$ cat src/rtl/dispense_pkg.sv
// Shared types and default constants for the dispense sequencer.
// Optional feature macro: DISPENSE_PAUSE_EN (adds a pause input to the top).
package dispense_pkg;

    typedef enum logic [1:0] {
        IDLE = 2'd0,
        RUN  = 2'd1,
        DONE = 2'd2
    } state_t;

    localparam int unsigned N_CH_DEFAULT     = 3;
    localparam int unsigned CNT_W_DEFAULT    = 5;
    localparam int unsigned TICK_DIV_DEFAULT = 20000000;

endpackage

$ cat src/rtl/tick_prescaler.sv
// Free-running tick prescaler: one-cycle tick every TICK_DIV clocks.
// clear forces the count to 0; hold freezes it and suppresses the tick.
module tick_prescaler
    import dispense_pkg::*;
#(
    parameter int unsigned TICK_DIV = TICK_DIV_DEFAULT
) (
    input  logic clk,
    input  logic reset,
    input  logic clear,
    input  logic hold,
    output logic tick
);

    localparam int unsigned PW = $clog2(TICK_DIV);
    localparam logic [PW-1:0] LAST = PW'(TICK_DIV - 1);

    logic [PW-1:0] count;

    // Tick fires on the last count of each period unless cleared or held
    always_comb begin
        tick = !clear && !hold && (count == LAST);
    end

    // Prescaler count: clear wins, hold freezes, otherwise count and wrap
    always_ff @(posedge clk) begin
        if (reset || clear) begin
            count <= '0;
        end else if (!hold) begin
            if (count == LAST) count <= '0;
            else               count <= count + 1'b1;
        end
    end

endmodule

$ cat src/rtl/dispense_sequencer.sv
// Multi-channel motor dispense sequencer (sequential or parallel runs).
// Optional feature macro: DISPENSE_PAUSE_EN adds a pause input that freezes a run.
module dispense_sequencer
    import dispense_pkg::*;
#(
    parameter int unsigned N_CH     = N_CH_DEFAULT,
    parameter int unsigned CNT_W    = CNT_W_DEFAULT,
    parameter int unsigned TICK_DIV = TICK_DIV_DEFAULT,
    localparam int unsigned AW      = (N_CH > 1) ? $clog2(N_CH) : 1
) (
    input  logic                  clk,
    input  logic                  reset,
    input  logic                  start,
    input  logic                  abort,
    input  logic                  mode,
    input  logic [N_CH*CNT_W-1:0] cycles,
`ifdef DISPENSE_PAUSE_EN
    input  logic                  pause,
`endif
    output logic [N_CH-1:0]       motors,
    output logic                  busy,
    output logic                  done,
    output logic [AW-1:0]         active_ch,
    output logic [CNT_W-1:0]      remaining
);

    state_t                       state, state_nxt;
    logic                         start_q;
    logic                         mode_q, mode_nxt;
    logic [N_CH-1:0][CNT_W-1:0]   cnt, cnt_nxt;
    logic [N_CH-1:0]              cnt_nz, cyc_nz;
    logic [AW-1:0]                first_ch;
    logic                         start_rise;
    logic                         tick;
    logic                         paused;

`ifdef DISPENSE_PAUSE_EN
    // Pause only matters while a run is in progress
    always_comb begin
        paused = (state == RUN) && pause;
    end
`else
    // No pause feature in this build
    always_comb begin
        paused = 1'b0;
    end
`endif

    tick_prescaler #(
        .TICK_DIV (TICK_DIV)
    ) u_prescaler (
        .clk   (clk),
        .reset (reset),
        .clear (state != RUN),
        .hold  (paused),
        .tick  (tick)
    );

    // Start edge detect, nonzero flags and lowest-index active channel
    always_comb begin
        start_rise = start && !start_q;
        first_ch   = '0;
        for (int unsigned i = 0; i < N_CH; i++) begin
            cnt_nz[i] = |cnt[i];
            cyc_nz[i] = |cycles[i*CNT_W +: CNT_W];
        end
        // Scan high to low so the lowest nonzero channel wins; empty channels are skipped
        for (int unsigned i = N_CH; i > 0; i--) begin
            if (cnt_nz[i-1]) first_ch = AW'(i - 1);
        end
    end

    // Next-state, counter load and decrement
    always_comb begin
        state_nxt = state;
        cnt_nxt   = cnt;
        mode_nxt  = mode_q;
        case (state)
            IDLE: begin
                if (start_rise && !abort) begin
                    mode_nxt = mode;
                    for (int unsigned i = 0; i < N_CH; i++) begin
                        cnt_nxt[i] = cycles[i*CNT_W +: CNT_W];
                    end
                    state_nxt = (|cyc_nz) ? RUN : DONE;
                end
            end
            RUN: begin
                if (abort) begin
                    cnt_nxt   = '0;
                    state_nxt = IDLE;
                end else if (tick) begin
                    // Sequential mode decrements only the active channel; the next
                    // nonzero channel becomes active on the same edge it reaches zero
                    for (int unsigned i = 0; i < N_CH; i++) begin
                        if (cnt_nz[i] && (mode_q || (AW'(i) == first_ch))) begin
                            cnt_nxt[i] = cnt[i] - 1'b1;
                        end
                    end
                    if (cnt_nxt == '0) state_nxt = DONE;
                end
            end
            DONE:    state_nxt = IDLE;
            default: state_nxt = IDLE;
        endcase
    end

    // Output decode from registered state and counters
    always_comb begin
        motors    = '0;
        active_ch = '0;
        remaining = '0;
        busy      = (state == RUN);
        done      = (state == DONE);
        if (state == RUN) begin
            for (int unsigned i = 0; i < N_CH; i++) begin
                if (!paused && cnt_nz[i] && (mode_q || (AW'(i) == first_ch))) begin
                    motors[i] = 1'b1;
                end
            end
            if (!mode_q) begin
                active_ch = first_ch;
                for (int unsigned i = 0; i < N_CH; i++) begin
                    if (AW'(i) == first_ch) remaining = cnt[i];
                end
            end else begin
                for (int unsigned i = 0; i < N_CH; i++) begin
                    if (cnt[i] > remaining) remaining = cnt[i];
                end
            end
        end
    end

    // State, mode, counters and start-edge register
    always_ff @(posedge clk) begin
        if (reset) begin
            state   <= IDLE;
            start_q <= 1'b0;
            mode_q  <= 1'b0;
            cnt     <= '0;
        end else begin
            state   <= state_nxt;
            start_q <= start;
            mode_q  <= mode_nxt;
            cnt     <= cnt_nxt;
        end
    end

endmodule

$ cat config.mk
export PLATFORM = sky130hd
export DESIGN_NAME = dispense_sequencer
export DESIGN_NICKNAME = d
export VERILOG_FILES = /design/src/rtl/dispense_pkg.sv /design/src/rtl/tick_prescaler.sv /design/src/rtl/dispense_sequencer.sv
export SDC_FILE = /design/constraint.sdc
export NUM_CORES = 1
export LEC_CHECK = 0
export CORE_ASPECT_RATIO = 0.9
export CORE_MARGIN = 5
export CORE_UTILIZATION = 52
export CTS_BUF_LIST = sky130_fd_sc_hd__clkbuf_16
export CTS_CLUSTER_DIAMETER = 60
export CTS_CLUSTER_SIZE = 14
export DETAILED_ROUTE_END_ITERATION = 10
export MAX_ROUTING_LAYER = met4
export PLACE_DENSITY = 0.87
export SLEW_MARGIN = 0
export SYNTH_ARGS = -nofsm -noshare
export SYNTH_HDL_FRONTEND = slang
export SYNTH_SLANG_ARGS = --single-unit
$ cat constraint.sdc
create_clock -name clk -period 5.2 [get_ports clk]
set_input_delay 1.04 -clock clk [delete_from_list [all_inputs] [get_ports clk]]
set_output_delay 1.04 -clock clk [all_outputs]
set_load 0.005 [all_outputs]
# Word level (Yosys, flattened, before mapping)
# Cells that the tools add are included.
# Widths: inputs -> output; s select.
[op_classes]
add_sub_neg = 4
magnitude_cmp = 3
eq_ne = 9
muxes = 43
n_reduce_logical = 25
[ops]
columns = ["operator", "n"]
rows = [
  ["$mux 5", 24],
  ["$mux 15", 3],
  ["$pmux 15 s2", 1],
  ["$add 25x1->25 const B", 1],
  ["$eq 25x25->1 const B", 1],
  ["$mux 2", 10],
  ["$logic_not 15->1", 1],
  ["$reduce_or 15->1", 1],
  ["$reduce_or 5->1", 3],
  ["$sub 5x1->5 const B", 3],
  ["$gt 5x5->1", 2],
  ["$logic_and 1x1->1", 6],
  ["$ne 3x2->1 const B", 2],
  ["$reduce_and 3->1", 2],
  ["$gt 5x1->1 const B", 1],
  ["$logic_not 2->1", 2],
  ["$logic_or 1x1->1", 4],
  ["$pmux 2 s2", 1],
  ["$logic_not 1->1", 3],
  ["$mux 1", 3],
  ["$mux 3", 1],
  ["$eq 1x2->1 const A", 1],
  ["$eq 2x1->1 const B", 1],
  ["$eq 2x2->1 const A", 1],
  ["6 further kinds", 6],
]
[totals]
regBits = 44
inputBits = 20
out_inout_bits = 12

# Logic depth before layout (Yosys ltp)
# Gate-level depths: netlist (run 1).
[logic_depth]
word_depth = 16
depth_mapped = 20
depth_no_buf = 18

# Hierarchy
# Synthesis (run 1) repeated with hierarchy kept, for this count alone.
[hier_totals]
cells_unflattened = 394
hier_area_um2 = 3088.0
[by_module_without_submodules]
columns = ["module", "instances", "cells_each", "area_per_inst_um2", "seq_area_each_um2"]
rows = [
  ["dispense_sequencer", 1, 251, 1839.3, 380.4],
  ["tick_prescaler", 1, 143, 1248.7, 500.5],
]

# Worst setup path before layout (run 1)
# Ideal clock, no wire load.
[synth_timing]
path_type = "reg-to-output"
startpoint = "reg cnt[1] in the netlist's numbering"
endpoint = "out remaining[0]"
arrival_ns = 3.969
required_time_ns = 4.160
setup_slack_ns = 0.191
stages_incl_launch_ff = 21
path_buffers = 2
path_cell_list = "dfxtp_1 > inv_1 > ha_1 > buf_2 > nor4b_2 > clkbuf_1 > nor2_1 > ha_1 > nor2b_1 > o21a_1 > o21ai_0 > a21oi_1 > mux2_2 > inv_1 > ha_1 > nor2b_1 > o21a_1 > o21ai_0 > a21oi_1 > a21oi_1 > o221a_2"
[synth_via]
elab_chain_cells = 12
[synth_rtl]
columns = ["element", "line", "source"]
rows = [
  ["start: declaration", "dispense_sequencer.sv:30", "logic [N_CH-1:0][CNT_W-1:0] cnt, cnt_nxt;"],
  ["start signal: assignment", "dispense_sequencer.sv:145", "cnt <= cnt_nxt;"],
  ["$gt 5x1->1", "dispense_sequencer.sv:128", "if (cnt[i] > remaining) remaining = cnt[i];"],
  ["$mux 5", "dispense_sequencer.sv:128", ""],
  ["$mux 5", "dispense_sequencer.sv:121", "if (!mode_q) begin"],
  ["$mux 5", "dispense_sequencer.sv:115", "if (state == RUN) begin"],
  ["$gt 5x5->1", "dispense_sequencer.sv:128", ""],
  ["$mux 5", "dispense_sequencer.sv:128", ""],
  ["$mux 5", "dispense_sequencer.sv:121", ""],
  ["$mux 5", "dispense_sequencer.sv:115", ""],
  ["$gt 5x5->1", "dispense_sequencer.sv:128", ""],
  ["$mux 5", "dispense_sequencer.sv:128", ""],
  ["$mux 5 (*)", "dispense_sequencer.sv:121", ""],
  ["$mux 5 (*)", "dispense_sequencer.sv:115", ""],
  ["end: declaration", "dispense_sequencer.sv:24", "output logic [CNT_W-1:0] remaining"],
]
# Every way passes the cells marked *; elsewhere a longest branch is shown, timed or not. The select of a mux whose other input is x is not followed.

# Worst setup path in the final report (run 1)
[layout_timing]
startpoint = "reg cnt[0] in the netlist's numbering"
endpoint = "out remaining[1]"
# The elaborated chain is that of the path after synthesis.

==> metrics.yaml, run 1 <==
logic_synthesis:
  syn_avg_cell_area_um2: 7.80
  yosys_warnings: 0
  yosys-top-cells-area: "dfxtp_1 29%, nor2_1 6.7%, ha_1 5.8%, a21oi_1 4.3%, xnor2_1 4.1%"
  yosysTopAreaCellShare: 0.293
  synth.most_common_cell: "nor2_1"
  yosys.area.top_type: "dfxtp_1"
  yosysUniqueCellTypes: 54
  synth_edf_count: 0
  seq_area_frac_synth: 0.293
  synthTopCellsByCount: "54 x nor2_1, 44 x dfxtp_1, 26 x a21oi_1"
  synth_cells: 386
  ys_ff_latch: 44
  syn_nets: 420
  synth_ff_type: "dfxtp_1"
  ys_async_sr_fraction: 0
  synth_area_um2: 3010
timing:
  fin_crit_ns: 5.07
  hold_violations: 0
  slew_headroom: 0.399
  worstMarginPinSlew_ns: 0.902
  worst_hold_slack_ns: 0.446
  min_period_over_period: 0.975
  setup_slack_ns: 0.132
  max_freq_mhz: 197
  maxSlewViolCount: 0
  clock_skew_ns: 0.00769
  setup_viol: 0
floorplanning:
  initial_core_util: 0.532
  rows: 26
  io_pins: 32
  die_area_um2: 7410
  fp.dieW_um: 90.2
  die_h_um: 82.2
  coreArea_um2: 5660
clocking:
  cts.htree.levels: 2
  cts_root_buf: "clkbuf_16"
  path_clk_slew_ns: 0.06
  clk_latency_ns: 0.29
  holdBufCountCts: 0
  numCtsBuffers: 5
  clock_path_buffers: 2
  cts_tree: "done"
  clock_sinks: 44
finish:
  antenna_cells: 0
  drive_gt1_frac: 0.102
  area_growth_pct: 18.1
  nNetsFinal: 446
placement:
  place_congestion: 1.01
  dpl.hpwl_mm: 5.82
  place_ws_ns: 0.122
  io_buffer_count: 31
worst_setup_path:
  r2r_slack_ns: 2.51
  crit_fanout: 5
  cp.arrival_ns: 4.03
  cp-start-kind: "register"
  worstSetupPathType: "register to output pin"
  crit_path_end_kind: "output pin"
  cpLargestDelayFamily: "compound AO/OA/AOI/OAI gates"
  rr_worst_depth: 9
  cp_slowest_cell: "clkdlybuf4s50_1"
  cp_common_cell: "a21oi_2"
  worstPathRequired_ns: 4.16
  worst_r2r_endpoint: "state[0]"
  cp_num_cells: 19
  r2r-start: "cnt[0]"
  cpPeakStageDelay_ns: 0.49
  crit_buf_inv: 3
  path_cells: "inv_4, ha_2, nor4b_4, nor2_2, ha_1, nor2b_1, o21a_1, o21ai_1, a21oi_2, mux2_4, inv_1, ha_1, nor2b_1, o21a_1, o21ai_2, a21oi_2, a21oi_2, o221a_2, clkdlybuf4s50_1"
route:
  ant_nets: 0
  wl_per_cell_um: 17.1
  drt_pass1_iterations: 5
  drtIter0Drc: 263
  vias: 3047
  viasPerCell: 6.32
  drcViolationCount: 0
  wirelength_mm: 8.22
run:
  drv_cap: 0
min_path:
  hold_class: "register to register"
  min_from: "u_prescaler.count[0]"
  hold_path_depth: 1
  hold_end: "u_prescaler.count[0]"
global_route:
  grt_pass1_wl_mm: 13.2
  grt_pass1_vias: 2880
  grt.total_usage: 0.223
  grt_max_degree: 26
  antenna_found_initial: 0
  overflow: 0
power:
  p_leak_nw: 1.25
  powerDensity_nw_per_um2: 281
  vdd_drop_max_mv: 0.199
outcome:
  status: "complete, no violations"
[placed cells by master (no fill, tap or decap), types with 9 or more instances in the layout]
cell type / count
nand2_1: 23
nor2_1: 53
xnor2_1: 14
o21ai_0: 11
ha_1: 13
a21oi_1: 23
nor3_1: 13
nand3_1: 20
dfxtp_1: 42
clkdlybuf4s50_1: 30
xor2_1: 11
buf_4: 9
inv_1: 18
a211oi_1: 13
[power breakdown]
| part | internal (mW) | switching, mW | total [mW] |
|---|---|---|---|
| clock | 0.172 | 0.122 | 0.294 |
| sequential | 0.349 | 0.0250 | 0.374 |
| combinational | 0.147 | 0.184 | 0.332 |
[layout make-up]
cell class                 instances  area, um^2
clock buffer                       5         125
sequential                        44         886
fill                             506        2110
timing repair buffer              40         380
multi-input combinational        301        1990
tap                               70        87.6
clock inverter                     2        7.51
inverter                          20        77.6
[per-stage QoR]
| step | power (mW) | std cells | instance area (um^2) | TNS [ns] | util |
|---|---|---|---|---|---|
| 3_3_place_gp | 0.666 | 472 | 3340 | 0 | 0.591 |
| 4_1_cts | 0.978 | 479 | 3510 | 0 | 0.620 |
| 3_5_place_dp | 0.673 | 472 | 3340 | 0 | 0.591 |
| 6_report | 1.00 | 482 | 3550 | 0 | 0.628 |
| 2_1_floorplan | 0.591 | 386 | 3010 | 0 | - |
| 5_1_grt | 1.05 | 482 | 3550 | -0.304 | 0.628 |
[repair_timing]
item | in CTS | in global routing
endpoints found under the setup margin | 5 | 5
pin swaps | 3 | 6
buffers inserted | 0 | 3
endpoints found under the hold margin | 0 | 0
gates resized for setup | 9 | 10
[worst max path at each step]
stage	startpoint	to	slack (ns)
detailed placement	cnt[1]	remaining[3]	0.12
global placement	cnt[0]	remaining[3]	0.32
CTS	cnt[1]	remaining[3]	0.008
global route	cnt[0]	remaining[2]	-0.08
floorplan	cnt[1]	remaining[0]	0.19
finish	cnt[0]	remaining[1]	0.13
[kinds of logic after synthesis]
family	after synthesis	share of synthesized area
xor+xnor	25	0.0728
flops	44	0.293
mux	8	0.0279
fa+ha+maj	14	0.0582
compound gates	93	0.211
simple gates	161	0.277
buf+inv	41	0.0607
[sequential cells by signal (all words and copies together) (netlist names)]
| register | count |
|---|---|
| cnt | 15 |
| start_q | 1 |
| state | 2 |
| u_prescaler.count | 25 |
| mode_q | 1 |
[per-layer routing]
| metal | routed length [um] | global-route usage | share of wire | vias up |
|---|---|---|---|---|
| met5 | 0 | - | 0 | - |
| met4 | 323 | 0.116 | 0.039 | 0 |
| met3 | 440 | 0.0308 | 0.054 | 30 |
| met2 | 3970 | 0.386 | 0.48 | 120 |
| met1 | 3490 | 0.257 | 0.42 | 1439 |
| li1 | - | - | - | 1458 |
(Power assumes the default switching activity.)
==> run 2: changes to the inputs <==
--- a/config.mk
+++ b/config.mk
@@ -5,6 +5,7 @@
 export SDC_FILE = /design/constraint.sdc
 export NUM_CORES = 1
 export LEC_CHECK = 0
+export CAP_MARGIN = 10
 export CORE_ASPECT_RATIO = 0.9
 export CORE_MARGIN = 5
 export CORE_UTILIZATION = 52
==> results of run 2 <==
Same layout as run 1: the final DEF is identical, and so are final timing and power.
==> run 3: changes to the inputs <==
--- a/config.mk
+++ b/config.mk
@@ -15,7 +15,7 @@
 export DETAILED_ROUTE_END_ITERATION = 10
 export MAX_ROUTING_LAYER = met4
 export PLACE_DENSITY = 0.87
-export SLEW_MARGIN = 0
+export SLEW_MARGIN = 40
 export SYNTH_ARGS = -nofsm -noshare
 export SYNTH_HDL_FRONTEND = slang
 export SYNTH_SLANG_ARGS = --single-unit
==> metrics.yaml, run 3 (synthesis gave the netlist of run 1 again) <==
clocking:
  cts.htree.levels: 2  # unchanged
  clk_latency_ns: 0.28  # about the same
  clock_path_buffers: 2  # unchanged
  path_clk_slew_ns: 0.06  # about the same
  holdBufCountCts: 0  # unchanged
  cts_root_buf: "clkbuf_16"
  numCtsBuffers: 5  # unchanged
  clock_sinks: 44  # unchanged
  cts_tree: "done"
floorplanning:
  initial_core_util: 0.532  # unchanged
  die_h_um: 82.2  # unchanged
  rows: 26  # unchanged
  coreArea_um2: 5660  # unchanged
  die_area_um2: 7410  # unchanged
  fp.dieW_um: 90.2  # unchanged
  io_pins: 32  # unchanged
worst_setup_path:
  worstPathRequired_ns: 4.16  # about the same
  cp-start-kind: "register"
  cp_slowest_cell: "clkdlybuf4s50_1"
  cp.arrival_ns: 4.04  # about the same
  worstSetupPathType: "register to output pin"
  cp_common_cell: "a21oi_2"
  cpPeakStageDelay_ns: 0.49  # about the same
  path_cells: "inv_4, ha_2, nor4b_4, nor2_2, ha_1, nor2b_1, o21a_1, o21ai_1, a21oi_2, mux2_4, inv_1, ha_1, nor2b_1, o21a_1, o21ai_2, a21oi_2, a21oi_2, o221a_2, clkdlybuf4s50_1"
  crit_path_end_kind: "output pin"
  crit_fanout: 5  # unchanged
finish:
  utilization: 0.629  # +0.000884
  mostFrequentLayoutCell: "nor2_1"
  stdcell_area_um2: 3560  # +0.14%
  nNetsFinal: 446  # unchanged
  largestRegisters: "u_prescaler.count: 25 flops, cnt: 15 flops, state: 2 flops"
  area_growth_pct: 18.3
  fillers: 505  # -0.20%
  layout_common_cells: "53 x nor2_1, 42 x dfxtp_1, 29 x clkdlybuf4s50_1"
  largest_register_ffs: 25  # unchanged
  antenna_cells: 0  # unchanged
  drive_gt1_frac: 0.112  # +0.00971
  top_register: "u_prescaler.count"
timing:
  fin_crit_ns: 5.08  # +0.0120 ns
  worstMarginPinSlew_ns: 0.851  # -0.0511 ns
  hold_violations: 0  # unchanged
  clock_skew_ns: 0.00613  # -0.00156 ns
  max_freq_mhz: 197  # -0.24%
  slew_headroom: 0.431  # +0.0320
  maxSlewViolCount: 0  # unchanged
  min_period_over_period: 0.977  # +0.00231
  setup_viol: 0  # unchanged
power:
  totalPowerFinal_mw: 1.00  # about the same
  vdd_drop_max_mv: 0.200  # +0.13%
  powerDensity_nw_per_um2: 281  # -0.17%
  p_leak_nw: 1.26  # +0.26%
placement:
  dpl.hpwl_mm: 5.82  # unchanged
  io_buffer_count: 31  # unchanged
  placed_area_um2: 3340  # unchanged
  place_congestion: 1.01  # unchanged
min_path:
  hold_class: "register to register"
global_route:
  grt_max_degree: 26  # unchanged
  overflow: 0  # unchanged
  grt.total_usage: 0.223  # unchanged
  grt_pass1_wl_mm: 13.2  # unchanged
  antenna_found_initial: 0  # unchanged
  grt_pass1_vias: 2880  # unchanged
route:
  viasPerCell: 6.29  # -0.56%
  vias: 3030  # -0.56%
  wl_per_cell_um: 17.0  # -0.58%
  drtIter0Drc: 288  # +9.5%
  drcViolationCount: 0  # unchanged
  wirelength_mm: 8.17  # -0.58%
  drt_pass1_iterations: 5  # unchanged
  ant_nets: 0  # unchanged
run:
  drv_cap: 0  # unchanged
outcome:
  status: "complete, no violations"
-- run 3: changes by cell type in the layout (fill, tap and decap cells not counted) --
cell | before | now
buf_2 | 0 | 1
clkdlybuf4s50_1 | 30 | 29
nand2b_1 | 3 | 2
nand2b_2 | 0 | 1
nor4b_1 | 1 | 0
nor4b_2 | 1 | 2
or3_1 | 5 | 4
or3_2 | 0 | 1
-- run 3: path summary, 6_finish.rpt --
path,start,to,slack (ns),cells after the start
max,cnt[0],remaining[1],0.12,19
min,u_prescaler.count[0],u_prescaler.count[0],0.45,1
max reg2reg,cnt[0],state[1],2.51,9
min reg2reg,u_prescaler.count[0],u_prescaler.count[0],0.45,1
-- run 3: layout make-up --
cell class | instances | area (um^2) | share of cell area
clock inverters | 2 | 7.51 | 0.00211
repair buffers | 40 | 375 | 0.105
flip-flops and latches | 44 | 886 | 0.249
well taps | 70 | 87.6 | 0.0246
inverters | 20 | 77.6 | 0.0218
multi-input cells | 301 | 2000 | 0.562
clock buffers | 5 | 125 | 0.0352
-- run 3: layer usage --
layer	vias up	wire, um	global-route usage	share of wire
li1	1459	-	-	-
met1	1406	3440	0.257	0.42
met2	128	3920	0.386	0.48
met3	37	445	0.0308	0.054
met4	0	363	0.116	0.044
met5	-	0	-	0
-- run 3: through the flow --
stage | cells | hold WS, ns | setup WS (ns) | setup TNS, ns
after floorplan | 386 | 0.418 | 0.191 | 0
after global placement | 472 | 0.428 | 0.324 | 0
after detailed placement | 472 | 0.439 | 0.122 | 0
after CTS | 479 | 0.452 | 0.00799 | 0
after global routing | 482 | 0.478 | -0.0816 | -0.304
final | 482 | 0.446 | 0.120 | 0
-- run 3: critical path: cells and delay by family (launching register included) --
family	cells	cell delay [ns]
simple gates	4	0.55
fa+ha+maj	3	0.58
buf+inv	3	0.61
compound gates	8	1.33
flops	1	0.36
mux	1	0.33
-- run 3: what timing repair did --
action	4_1_cts	5_1_grt
gates cloned	0	0
pin swaps	3	6
setup buffers	0	3
setup endpoints to repair	5	5
resized for setup	9	10
-- run 3: where the power goes --
| part | leakage (nW) | switching (mW) | total, mW | internal (mW) |
|---|---|---|---|---|
| Clock | 0.0648 | 0.122 | 0.294 | 0.172 |
| Sequential | 0.358 | 0.0251 | 0.374 | 0.349 |
| Combinational | 0.833 | 0.184 | 0.332 | 0.148 |
